## src/rtl/branch_pkg.sv

```systemverilog
// ============================================================================
// Module      : branch_pkg
// Description : Opcode constants, branch-kind encoding and decode helper for
//               the SPU branch unit.
// Revision    : 1.0
// ============================================================================
`default_nettype none

package branch_pkg;

    localparam logic [2:0] FMT_RR   = 3'd0;
    localparam logic [2:0] FMT_RI16 = 3'd1;

    localparam logic [10:0] OP_BI    = 11'b00110101000;
    localparam logic [10:0] OP_BIZ   = 11'b00100101000;
    localparam logic [10:0] OP_BINZ  = 11'b00100101001;
    localparam logic [10:0] OP_BIHZ  = 11'b00100101010;
    localparam logic [10:0] OP_BINZH = 11'b00100101011;

    localparam logic [8:0] OP_BR    = 9'b001100100;
    localparam logic [8:0] OP_BRA   = 9'b001100000;
    localparam logic [8:0] OP_BRSL  = 9'b001100110;
    localparam logic [8:0] OP_BRASL = 9'b001100010;
    localparam logic [8:0] OP_BRZ   = 9'b001000000;
    localparam logic [8:0] OP_BRNZ  = 9'b001000010;
    localparam logic [8:0] OP_BRZH  = 9'b001000100;
    localparam logic [8:0] OP_BRNZH = 9'b001000110;

    typedef enum logic [2:0] {
        UNCOND, ABS, IND, Z_W, NZ_W, Z_H, NZ_H, NOP
    } br_kind_e;

    // kind selects the condition; ind selects the register-indirect target
    typedef struct packed {
        br_kind_e kind;
        logic     ind;
        logic     link;
    } br_dec_t;

    // op bit 10 is the architectural bit 0; RI16 opcodes occupy op[10:2]
    function automatic br_dec_t decode_branch(input logic [2:0] fmt, input logic [10:0] op);
        br_dec_t d;
        d.kind = NOP;
        d.ind  = 1'b0;
        d.link = 1'b0;
        if (fmt == FMT_RR) begin
            case (op)
                OP_BI:    d.kind = IND;
                OP_BIZ:   d.kind = Z_W;
                OP_BINZ:  d.kind = NZ_W;
                OP_BIHZ:  d.kind = Z_H;
                OP_BINZH: d.kind = NZ_H;
                default:  d.kind = NOP;
            endcase
            d.ind = (d.kind != NOP);
        end else if (fmt == FMT_RI16) begin
            case (op[10:2])
                OP_BR:    d.kind = UNCOND;
                OP_BRA:   d.kind = ABS;
                OP_BRSL:  begin d.kind = UNCOND; d.link = 1'b1; end
                OP_BRASL: begin d.kind = ABS;    d.link = 1'b1; end
                OP_BRZ:   d.kind = Z_W;
                OP_BRNZ:  d.kind = NZ_W;
                OP_BRZH:  d.kind = Z_H;
                OP_BRNZH: d.kind = NZ_H;
                default:  d.kind = NOP;
            endcase
        end
        return d;
    endfunction

endpackage

`default_nettype wire

```

## src/rtl/branch_unit_pipe_if.sv

```systemverilog
// ============================================================================
// Module      : branch_unit_pipe_if
// Description : Issue, redirect and writeback signals of the branch unit.
// Revision    : 1.0
// ============================================================================
`default_nettype none

interface branch_unit_pipe_if #(
    parameter int PC_WIDTH = 8,
    parameter int DATA_W   = 128,
    parameter int RADDR_W  = 7
);
    logic                in_valid;
    logic                stall;
    logic                flush;
    logic [10:0]         op_code;
    logic [2:0]          instr_format;
    logic [RADDR_W-1:0]  dest_reg_addr;
    logic [DATA_W-1:0]   src_reg_a;
    logic [DATA_W-1:0]   store_reg;
    logic [17:0]         imm_value;
    logic                enable_reg_write;
    logic [PC_WIDTH-1:0] program_counter_input;
    logic                initial_;
    logic                redirect_valid;
    logic [PC_WIDTH-1:0] redirect_pc;
    logic                disable_branch;
    logic                wb_valid;
    logic [DATA_W-1:0]   wb_data;
    logic [RADDR_W-1:0]  wb_reg_addr;
    logic                wb_enable_reg_write;

    modport master (
        output in_valid, stall, flush, op_code, instr_format, dest_reg_addr,
               src_reg_a, store_reg, imm_value, enable_reg_write,
               program_counter_input, initial_,
        input  redirect_valid, redirect_pc, disable_branch,
               wb_valid, wb_data, wb_reg_addr, wb_enable_reg_write
    );

    modport slave (
        input  in_valid, stall, flush, op_code, instr_format, dest_reg_addr,
               src_reg_a, store_reg, imm_value, enable_reg_write,
               program_counter_input, initial_,
        output redirect_valid, redirect_pc, disable_branch,
               wb_valid, wb_data, wb_reg_addr, wb_enable_reg_write
    );
endinterface

`default_nettype wire

```

## src/rtl/branch_wb_delay.sv

```systemverilog
// ============================================================================
// Module      : branch_wb_delay
// Description : DEPTH-deep writeback shift pipe with stall hold and flush kill.
// Revision    : 1.0
// ============================================================================
`default_nettype none

module branch_wb_delay #(
    parameter int DEPTH   = 4,
    parameter int DATA_W  = 128,
    parameter int RADDR_W = 7
) (
    input  wire logic               clock,
    input  wire logic               reset,
    input  wire logic               i_stall,
    input  wire logic               i_flush,
    input  wire logic               i_valid,
    input  wire logic [DATA_W-1:0]  i_data,
    input  wire logic [RADDR_W-1:0] i_reg_addr,
    input  wire logic               i_reg_write,
    output logic                    o_valid,
    output logic [DATA_W-1:0]       o_data,
    output logic [RADDR_W-1:0]      o_reg_addr,
    output logic                    o_reg_write
);

    logic [DEPTH-1:0]   r_valid;
    logic [DEPTH-1:0]   r_we;
    logic [DATA_W-1:0]  r_data [DEPTH];
    logic [RADDR_W-1:0] r_addr [DEPTH];

    always_ff @(posedge clock or negedge reset) begin
        if (!reset) begin
            r_valid <= '0;
            r_we    <= '0;
            for (int i = 0; i < DEPTH; i++) begin
                r_data[i] <= '0;
                r_addr[i] <= '0;
            end
        end else if (i_flush) begin
            // payload may stay stale; only the qualifiers matter
            r_valid <= '0;
            r_we    <= '0;
        end else if (!i_stall) begin
            r_valid[0] <= i_valid;
            r_we[0]    <= i_reg_write;
            r_data[0]  <= i_data;
            r_addr[0]  <= i_reg_addr;
            for (int i = 1; i < DEPTH; i++) begin
                r_valid[i] <= r_valid[i-1];
                r_we[i]    <= r_we[i-1];
                r_data[i]  <= r_data[i-1];
                r_addr[i]  <= r_addr[i-1];
            end
        end
    end

    assign o_valid     = r_valid[DEPTH-1];
    assign o_reg_write = r_we[DEPTH-1];
    assign o_data      = r_data[DEPTH-1];
    assign o_reg_addr  = r_addr[DEPTH-1];

endmodule

`default_nettype wire

```

## src/rtl/branch_unit_pipe.sv

```systemverilog
// ============================================================================
// Module      : branch_unit_pipe
// Description : SPU branch resolve with registered redirect and delayed link writeback.
// Revision    : 1.0
// ============================================================================
`default_nettype none

module branch_unit_pipe
    import branch_pkg::*;
#(
    parameter int PC_WIDTH = 8,
    parameter int LATENCY  = 4,
    parameter int DATA_W   = 128,
    parameter int RADDR_W  = 7
) (
    input wire logic          clock,
    input wire logic          reset,
    branch_unit_pipe_if.slave bus
);

    br_dec_t             w_dec;
    logic                w_issue;
    logic                w_taken;
    logic [31:0]         w_ra_word;
    logic [31:0]         w_rt_word;
    logic [15:0]         w_imm16;
    logic [PC_WIDTH-1:0] w_target;
    logic [PC_WIDTH-1:0] w_pc_inc;
    logic [DATA_W-1:0]   w_wb_data;
    logic                w_wb_we;
    logic                w_unused_bits;

    logic                r_redirect_valid;
    logic [PC_WIDTH-1:0] r_redirect_pc;
    logic                r_disable_branch;

    assign w_dec     = decode_branch(bus.instr_format, bus.op_code);
    assign w_issue   = bus.in_valid & ~bus.stall & ~bus.flush;
    // architectural word 0 is the most significant word of the register
    assign w_ra_word = bus.src_reg_a[DATA_W-1 -: 32];
    assign w_rt_word = bus.store_reg[DATA_W-1 -: 32];
    assign w_imm16   = bus.imm_value[15:0];
    assign w_pc_inc  = bus.program_counter_input + PC_WIDTH'(1);
    assign w_wb_data = w_dec.link ? {32'(w_pc_inc), {(DATA_W-32){1'b0}}} : '0;
    assign w_wb_we   = w_dec.link & bus.enable_reg_write;

    assign w_unused_bits = ^{bus.imm_value[17:16], bus.src_reg_a[DATA_W-33:0],
                             bus.store_reg[DATA_W-33:0]};

    always_comb begin
        w_taken  = 1'b0;
        w_target = bus.program_counter_input + PC_WIDTH'($signed(w_imm16));
        case (w_dec.kind)
            UNCOND, ABS, IND: w_taken = 1'b1;
            Z_W:              w_taken = (w_rt_word == 32'd0);
            NZ_W:             w_taken = (w_rt_word != 32'd0);
            Z_H:              w_taken = (w_rt_word[15:0] == 16'd0);
            NZ_H:             w_taken = (w_rt_word[15:0] != 16'd0);
            default:          w_taken = 1'b0;
        endcase
        if (w_dec.kind == ABS)
            w_target = PC_WIDTH'(w_imm16);
        else if (w_dec.ind)
            w_target = PC_WIDTH'(w_ra_word >> 2);
    end

    // redirect is a pulse: any edge without an issue (stall, flush, idle) drops it
    always_ff @(posedge clock or negedge reset) begin
        if (!reset) begin
            r_redirect_valid <= 1'b0;
            r_redirect_pc    <= '0;
            r_disable_branch <= 1'b0;
        end else begin
            r_redirect_valid <= w_issue & w_taken;
            r_disable_branch <= w_issue & w_taken & bus.initial_;
            if (w_issue)
                r_redirect_pc <= w_target;
        end
    end

    assign bus.redirect_valid = r_redirect_valid;
    assign bus.redirect_pc    = r_redirect_pc;
    assign bus.disable_branch = r_disable_branch;

    branch_wb_delay #(
        .DEPTH   (LATENCY),
        .DATA_W  (DATA_W),
        .RADDR_W (RADDR_W)
    ) u_wb_delay (
        .clock       (clock),
        .reset       (reset),
        .i_stall     (bus.stall),
        .i_flush     (bus.flush),
        .i_valid     (w_issue),
        .i_data      (w_wb_data),
        .i_reg_addr  (bus.dest_reg_addr),
        .i_reg_write (w_wb_we),
        .o_valid     (bus.wb_valid),
        .o_data      (bus.wb_data),
        .o_reg_addr  (bus.wb_reg_addr),
        .o_reg_write (bus.wb_enable_reg_write)
    );

endmodule

`default_nettype wire

```

## src/flat_wrapper.sv

```systemverilog
// flat-port wrapper written by rule: the top's interface ports become plain ports
module branch_unit_pipe_flat import branch_pkg::*;
#(
    parameter int PC_WIDTH = 8,
    parameter int LATENCY  = 4,
    parameter int DATA_W   = 128,
    parameter int RADDR_W  = 7
)
  (clock, reset, bus_in_valid, bus_stall, bus_flush, bus_op_code, bus_instr_format, bus_dest_reg_addr, bus_src_reg_a, bus_store_reg, bus_imm_value, bus_enable_reg_write, bus_program_counter_input, bus_initial_, bus_redirect_valid, bus_redirect_pc, bus_disable_branch, bus_wb_valid, bus_wb_data, bus_wb_reg_addr, bus_wb_enable_reg_write);
  branch_unit_pipe_if #(.PC_WIDTH(PC_WIDTH), .DATA_W(DATA_W), .RADDR_W(RADDR_W)) bus_i ();
  input wire logic clock;
  input wire logic reset;
  input wire logic [$bits(bus_i.in_valid)-1:0] bus_in_valid;
  input wire logic [$bits(bus_i.stall)-1:0] bus_stall;
  input wire logic [$bits(bus_i.flush)-1:0] bus_flush;
  input wire logic [$bits(bus_i.op_code)-1:0] bus_op_code;
  input wire logic [$bits(bus_i.instr_format)-1:0] bus_instr_format;
  input wire logic [$bits(bus_i.dest_reg_addr)-1:0] bus_dest_reg_addr;
  input wire logic [$bits(bus_i.src_reg_a)-1:0] bus_src_reg_a;
  input wire logic [$bits(bus_i.store_reg)-1:0] bus_store_reg;
  input wire logic [$bits(bus_i.imm_value)-1:0] bus_imm_value;
  input wire logic [$bits(bus_i.enable_reg_write)-1:0] bus_enable_reg_write;
  input wire logic [$bits(bus_i.program_counter_input)-1:0] bus_program_counter_input;
  input wire logic [$bits(bus_i.initial_)-1:0] bus_initial_;
  output wire logic [$bits(bus_i.redirect_valid)-1:0] bus_redirect_valid;
  output wire logic [$bits(bus_i.redirect_pc)-1:0] bus_redirect_pc;
  output wire logic [$bits(bus_i.disable_branch)-1:0] bus_disable_branch;
  output wire logic [$bits(bus_i.wb_valid)-1:0] bus_wb_valid;
  output wire logic [$bits(bus_i.wb_data)-1:0] bus_wb_data;
  output wire logic [$bits(bus_i.wb_reg_addr)-1:0] bus_wb_reg_addr;
  output wire logic [$bits(bus_i.wb_enable_reg_write)-1:0] bus_wb_enable_reg_write;
  assign bus_i.in_valid = bus_in_valid;
  assign bus_i.stall = bus_stall;
  assign bus_i.flush = bus_flush;
  assign bus_i.op_code = bus_op_code;
  assign bus_i.instr_format = bus_instr_format;
  assign bus_i.dest_reg_addr = bus_dest_reg_addr;
  assign bus_i.src_reg_a = bus_src_reg_a;
  assign bus_i.store_reg = bus_store_reg;
  assign bus_i.imm_value = bus_imm_value;
  assign bus_i.enable_reg_write = bus_enable_reg_write;
  assign bus_i.program_counter_input = bus_program_counter_input;
  assign bus_i.initial_ = bus_initial_;
  assign bus_redirect_valid = bus_i.redirect_valid;
  assign bus_redirect_pc = bus_i.redirect_pc;
  assign bus_disable_branch = bus_i.disable_branch;
  assign bus_wb_valid = bus_i.wb_valid;
  assign bus_wb_data = bus_i.wb_data;
  assign bus_wb_reg_addr = bus_i.wb_reg_addr;
  assign bus_wb_enable_reg_write = bus_i.wb_enable_reg_write;
  branch_unit_pipe #(.PC_WIDTH(PC_WIDTH), .LATENCY(LATENCY), .DATA_W(DATA_W), .RADDR_W(RADDR_W)) u_core (.clock(clock), .reset(reset), .bus(bus_i));
endmodule
```

## config.mk

```make
export PLATFORM = sky130hd
export DESIGN_NAME = branch_unit_pipe_flat
export DESIGN_NICKNAME = d
export VERILOG_FILES = /design/src/rtl/branch_pkg.sv /design/src/rtl/branch_unit_pipe_if.sv /design/src/rtl/branch_wb_delay.sv /design/src/rtl/branch_unit_pipe.sv /design/src/flat_wrapper.sv
export SDC_FILE = /design/constraint.sdc
export NUM_CORES = 1
export LEC_CHECK = 0
export ABC_CLOCK_PERIOD_IN_PS = 1000
export CAP_MARGIN = 25
export CORE_UTILIZATION = 35
export DETAILED_ROUTE_END_ITERATION = 10
export PLACE_DENSITY = 0.61
export SYNTH_ARGS = -nofsm -noshare
export SYNTH_HDL_FRONTEND = slang
export SYNTH_HIERARCHICAL = 1
export SYNTH_SLANG_ARGS = --single-unit
```

## constraint.sdc

```tcl
create_clock -name clock -period 1 [get_ports clock]
set_clock_uncertainty 0.05 [all_clocks]
set_input_delay 0.2 -clock clock [delete_from_list [all_inputs] [get_ports clock]]
set_output_delay 0.2 -clock clock [all_outputs]
set_load 0.02 [all_outputs]
```

After elaboration in Yosys (flattened, before gate mapping):

Cells that the tools add are included.

* flip-flop bits (word level): 558
* RAM bits: 0
* bits of input ports: 310
* word-level logic and storage cells: 72
* output and inout port bits: 147
* bits in read-only memories: 0
* bits in latches: 0
* memories kept: 0

* $lt $le $gt $ge: 0
* multiplexer cells: 17
* divide/modulo/power cells: 0
* bitwise operators: 7
* equality and inequality tests: 22
* shift operators: 0
* $add $sub $neg: 2
* reduce and logical (&&, ||, !) cells: 11
* multiply operators: 0

Operator list (count)
* $mux W104: 1
* $eq A9 B7 Y1 const B: 8
* $eq A11 B9 Y1 const B: 5
* $logic_not A32 Y1: 1
* $reduce_bool A32 Y1: 1
* $pmux W3 S6: 1
* $logic_not A16 Y1: 1
* $mux W4: 4
* $mux W8: 2
* $reduce_bool A16 Y1: 1
* $pmux W3 S5: 1
* $eq A3 B3 Y1 const B: 3
* $mux W3: 3
* $add A8 B1 Y8 const B: 1
* $add A8 B8 Y8: 1
* $eq A3 B1 Y1 const B: 2
* $eq A3 B2 Y1 const B: 2
* $logic_not A3 Y1: 2
* $reduce_or A2 Y1: 3
* $and A1 B1 Y1: 5
* $pmux W1 S5: 1
* $mux W1: 4
* $ne A3 B3 Y1 const B: 1
* $reduce_or A3 Y1: 1
* other kinds (3): 4

Depth between registers and ports, before layout:

* word-level depth: 10
* gate-level depth with buffers: 9

By module:

The synthesis kept the hierarchy.

By module, submodules not included
* branch_wb_delay: sequential area each 13713.2 sq um, area each 21685.8 sq um, instances 1, cells each 1301
* branch_unit_pipe: sequential area each 250.2 sq um, area each 1273.7 sq um, instances 1, cells each 163

Worst setup path before layout:

No wires, ideal clock.

* path type: input to register
* from: in bus_imm_value[1]
* to: reg u_core.r_redirect_pc[7], in the netlist u_core/bus.redirect_pc[7]
* setup time: 77 ps
* required time: 873 ps
* path buffers: 0
* stages on the path: 7
* slack: -764 ps
* data arrival time: 1636 ps
* cells stage by stage: ha_1 -> a211oi_1 -> o21ai_0 -> a31oi_1 -> o221ai_1 -> or3_1 -> a21oi_1

* longest elaborated chain between the ends: 3

Ends and longest elaborated chain
* from (decl): RTL line flat_wrapper.sv:21 `input wire logic [$bits(bus_i.imm_value)-1:0] bus_imm_value;`
* $add A8 B8 Y8: RTL line branch_unit_pipe.sv:52 `w_target = bus.program_counter_input + PC_WIDTH'($signed(w_imm16));`
* $mux W8: RTL line branch_unit_pipe.sv:63 `else if (w_dec.ind)`
* $mux W8: RTL line branch_unit_pipe.sv:61 `if (w_dec.kind == ABS)`
* to (signal assigned): RTL line branch_unit_pipe.sv:77 `r_redirect_pc <= w_target;`
* to (decl): RTL line branch_unit_pipe.sv:34 `logic [PC_WIDTH-1:0] r_redirect_pc;`

No other way between the ends.
A chain may end at the register's enable or synchronous reset.

Worst setup path in the final report:

* from: reg u_core.r_redirect_pc[3], in the netlist u_core/bus.redirect_pc[3]
* to: out bus_redirect_pc[3]

RTL lines
* to (decl): RTL line flat_wrapper.sv:26 `output wire logic [$bits(bus_i.redirect_pc)-1:0] bus_redirect_pc;`

No word-level cell between the ends.

==> key figures <==
GRT
  – Largest net degree at the start of global routing: 55
  – Grt ovf: 0
  – Total track usage: 13.9%
  – First-pass GRT wire length: 75.7 mm
  – Vias in the first global route: 13,800
  – Antenna violations before repair: 0

Timing
  – Setup violations, final: 200
  – Max Slew Vio Count: 0
  – Final Hold Viols: 0
  – Final worst path period share: 141%
  – RSZ-0062 raised after global routing: yes
  – Setup TNS: -60.16 ns
  – Fmax: 0.711 GHz
  – Final Hold Slack: 0.00437 ns
  – Post-route minimum period: 1.41 ns
  – Final worst slack: -0.406 ns

Setup path
  – CP arrival: 1.16 ns
  – Kind of critical path: reg2out
  – Worst path required time: 0.75 ns
  – Slowest-stage cell, CP: dfrtp_1
  – Crit-path max cell delay: 0.42 ns
  – Startpoint types: flop
  – Worst setup EP type: primary output
  – Top Family by Delay on Critical Path: flip-flops
  – Crit path buffers/inverters: 1
  – Worst-path fanout max: 2
  – CP Cell Sequence: buf_6

Flow run
  – Max cap viols: 0

Cells and area
  – Layout area overhead: 42.6%
  – Fill count: 5,369
  – Final core utilization: 50.7%
  – Nets: 2,294
  – Multi-input gate area: 0.00993 mm2
  – Ratio of cells with drive above 1 in the final layout: 57.1%
  – Most common cell after layout, fill and taps aside: dfrtp_1
  – Most frequent cells in the layout: 558 x dfrtp_1, 528 x mux2_4, 198 x buf_4
  – # diodes: 0
  – Final cell count without fillers: 2,876
  – Post-route cell area: 0.0327 mm2
  – Register Area: 0.0140 mm2

Power and ir drop
  – Leak: 15.7 nW
  – Total power draw: 78.6 mW
  – Power Density: 2400 mW/mm2
  – Max VDD drop: 1510 uV

Synth
  – Post-synthesis cell count: 1,464
  – Mean Syn Cell Area: 15.7 um2
  – Post-synth ARST share: 100%
  – Seq/Total Area, Yosys: 60.8%
  – Synth Warn #: 6
  – Post-Synth Simple-Gate Area: 1.95%
  – Register bit total from synthesis: 558
  – Post-synthesis adder-cell area fraction: 0.523%
  – Post-Syn Area: 0.0230 mm2
  – Yosys cell types: 50
  – Multiplexer share of the synthesized area: 27.3%
  – Main combinational cell family by area after synthesis: multiplexers
  – Primary FF master, synth: dfrtp_1
  – Synth Area in Compound Gates: 0.965%
  – Number of flops mapped to enable cells by yosys: 0
  – Post-synthesis xor/xnor area fraction: 0.496%

Place
  – Buffers added on ports: 230
  – Post-DP Area: 0.0289 mm2
  – Hpwl dp: 27.7 mm
  – Placed cells: 2,678
  – Pre-CTS setup slack: -1.38 ns
  – RePlAce Congestion: 0.832

Worst hold path
  – Hold/Removal Path Class: in2async

Status
  – Violated checks: setup timing
  – Status: finished with violations

Drt
  – Pre-Repair DR Iteration Count: 6
  – Drt total wl: 45.8 mm
  – Via density: 4.39
  – Vias: 12,600
  – Routed len/inst: 15.9 um
  – Iteration-0 DRC Markers: 523
  – Routed Antenna Nets: 0
  – DRC: 0

Clock tree
  – CTS H-tree depth: 2
  – Clock root cell: clkbuf_16
  – CTS Buf Count: 59
  – Clock Pin Slew Worst Setup and Hold Paths: 0.06 ns
  – CTS tree: yes
  – Clock buffer depth: 3
  – Clock sinks: 558
  – Clock Latency Late Sink: 0.60 ns

Floorplan
  – Core area: 0.0646 mm2
  – Num rows: 93
  – Die area: 0.0666 mm2
  – Ports: 457
  – Die Height: 258 um
  – Die W: 258 um
  – Initial Util: 35.6%
-- cell families (layout without fill, tap and decap cells) --
| family | after synthesis | in the layout |
|---|---|---|
| AOI/OAI and AO/OA | 34 | 34 |
| adders and majority gates | 9 | 9 |
| and+or+nand+nor | 82 | 82 |
| buffers and inverters | 210 | 648 |
| DFF | 558 | 558 |
| other | 1 | 120 |
| xor gates and xnor gates | 13 | 13 |
| muxes | 557 | 557 |
-- worst paths after layout --
| path | start | endpoint | slack (ns) | depth (start not counted) |
|---|---|---|---|---|
| max reg2reg | u_core/u_wb_delay/o_data[87]$_DFFE_PN0P_ | u_core/u_wb_delay/o_data[87]$_DFFE_PN0P_ | -0.10 | 3 |
| min in group clock | bus_stall | u_core/u_wb_delay/r_valid[0]$_DFFE_PN0P_ | 0.04 | 4 |
| min reg2reg | u_core/u_wb_delay/r_data[343]$_DFFE_PN0P_ | u_core/u_wb_delay/r_data[215]$_DFFE_PN0P_ | 0.45 | 1 |
| max in group asynchronous | reset | u_core/u_wb_delay/r_data[343]$_DFFE_PN0P_ | 0.18 | 3 |
| min | reset | u_core/u_wb_delay/o_data[31]$_DFFE_PN0P_ | 0.004 | 2 |
| max | u_core/bus.redirect_pc[3]$_DFFE_PN0P_ | bus_redirect_pc[3] | -0.41 | 1 |
-- sequential cells by signal (all words and copies together), names as in the netlist --
signal and flops:
u_core/bus.disable_branch 1, u_core/bus.redirect_pc 8, u_core/bus.redirect_valid 1, u_core/u_wb_delay/o_data 128, u_core/u_wb_delay/o_reg_addr 7, u_core/u_wb_delay/r_addr 21, u_core/u_wb_delay/r_data 384, u_core/u_wb_delay/r_valid 4
u_core/u_wb_delay/r_we 4
-- cells in the mapped netlist, drive strengths merged (2+ instances only) --
cell    count  area share, %
o221ai      2          0.076
o21ai      10           0.23
nor2b       4           0.11
dfrtp     558             61
nand2      12           0.20
inv        10           0.16
xnor2       5           0.19
nor4b       2           0.17
nand4       4           0.11
xor2        8           0.31
and2b       2          0.065
a21oi       7           0.15
mux2      543             27
or2         2          0.054
buf       199            7.8
a31oi       2          0.054
a211oi      3          0.098
nand3b      2          0.065
mux2i      14           0.61
o31ai       4           0.15
nand3       5           0.11
nor2       34           0.63
and3        2          0.054
nor4        8           0.22
ha          8           0.44
-- per-layer routing --
metal	track usage [%]	part of all wire (%)
met3	3.47	5.4
met1	19.4	47
met5	0	0
met4	3.63	2.1
met2	21.4	45
-- what timing repair did --
item | 4_1_cts | 5_1_grt
endpoints found under the hold margin | 571 | 11
buffers inserted | 98 | 42
hold buffers | 7 | 1
pin swaps | 52 | 29
gates cloned | 15 | 0
endpoints found under the setup margin | 697 | 332
resized for setup | 1059 | 61
-- cell type report --
cell class,count,area share (%)
Clock buffer,86,5.31
Sequential cell,558,42.6
Multi-Input combinational cell,815,30.3
Inverter,10,0.130
Clock inverter,21,0.692
Tap cell,855,3.27
Timing Repair Buffer,531,17.6
-- power breakdown --
part	switching (mW)	leakage [nW]	internal, mW	total, mW
clock	8.89	0.974	12.8	21.7
combinational	7.94	8.05	16.2	24.1
sequential	4.15	6.71	28.6	32.7
total	21.0	15.7	57.6	78.6
Power figures use the tool's default switching activity.
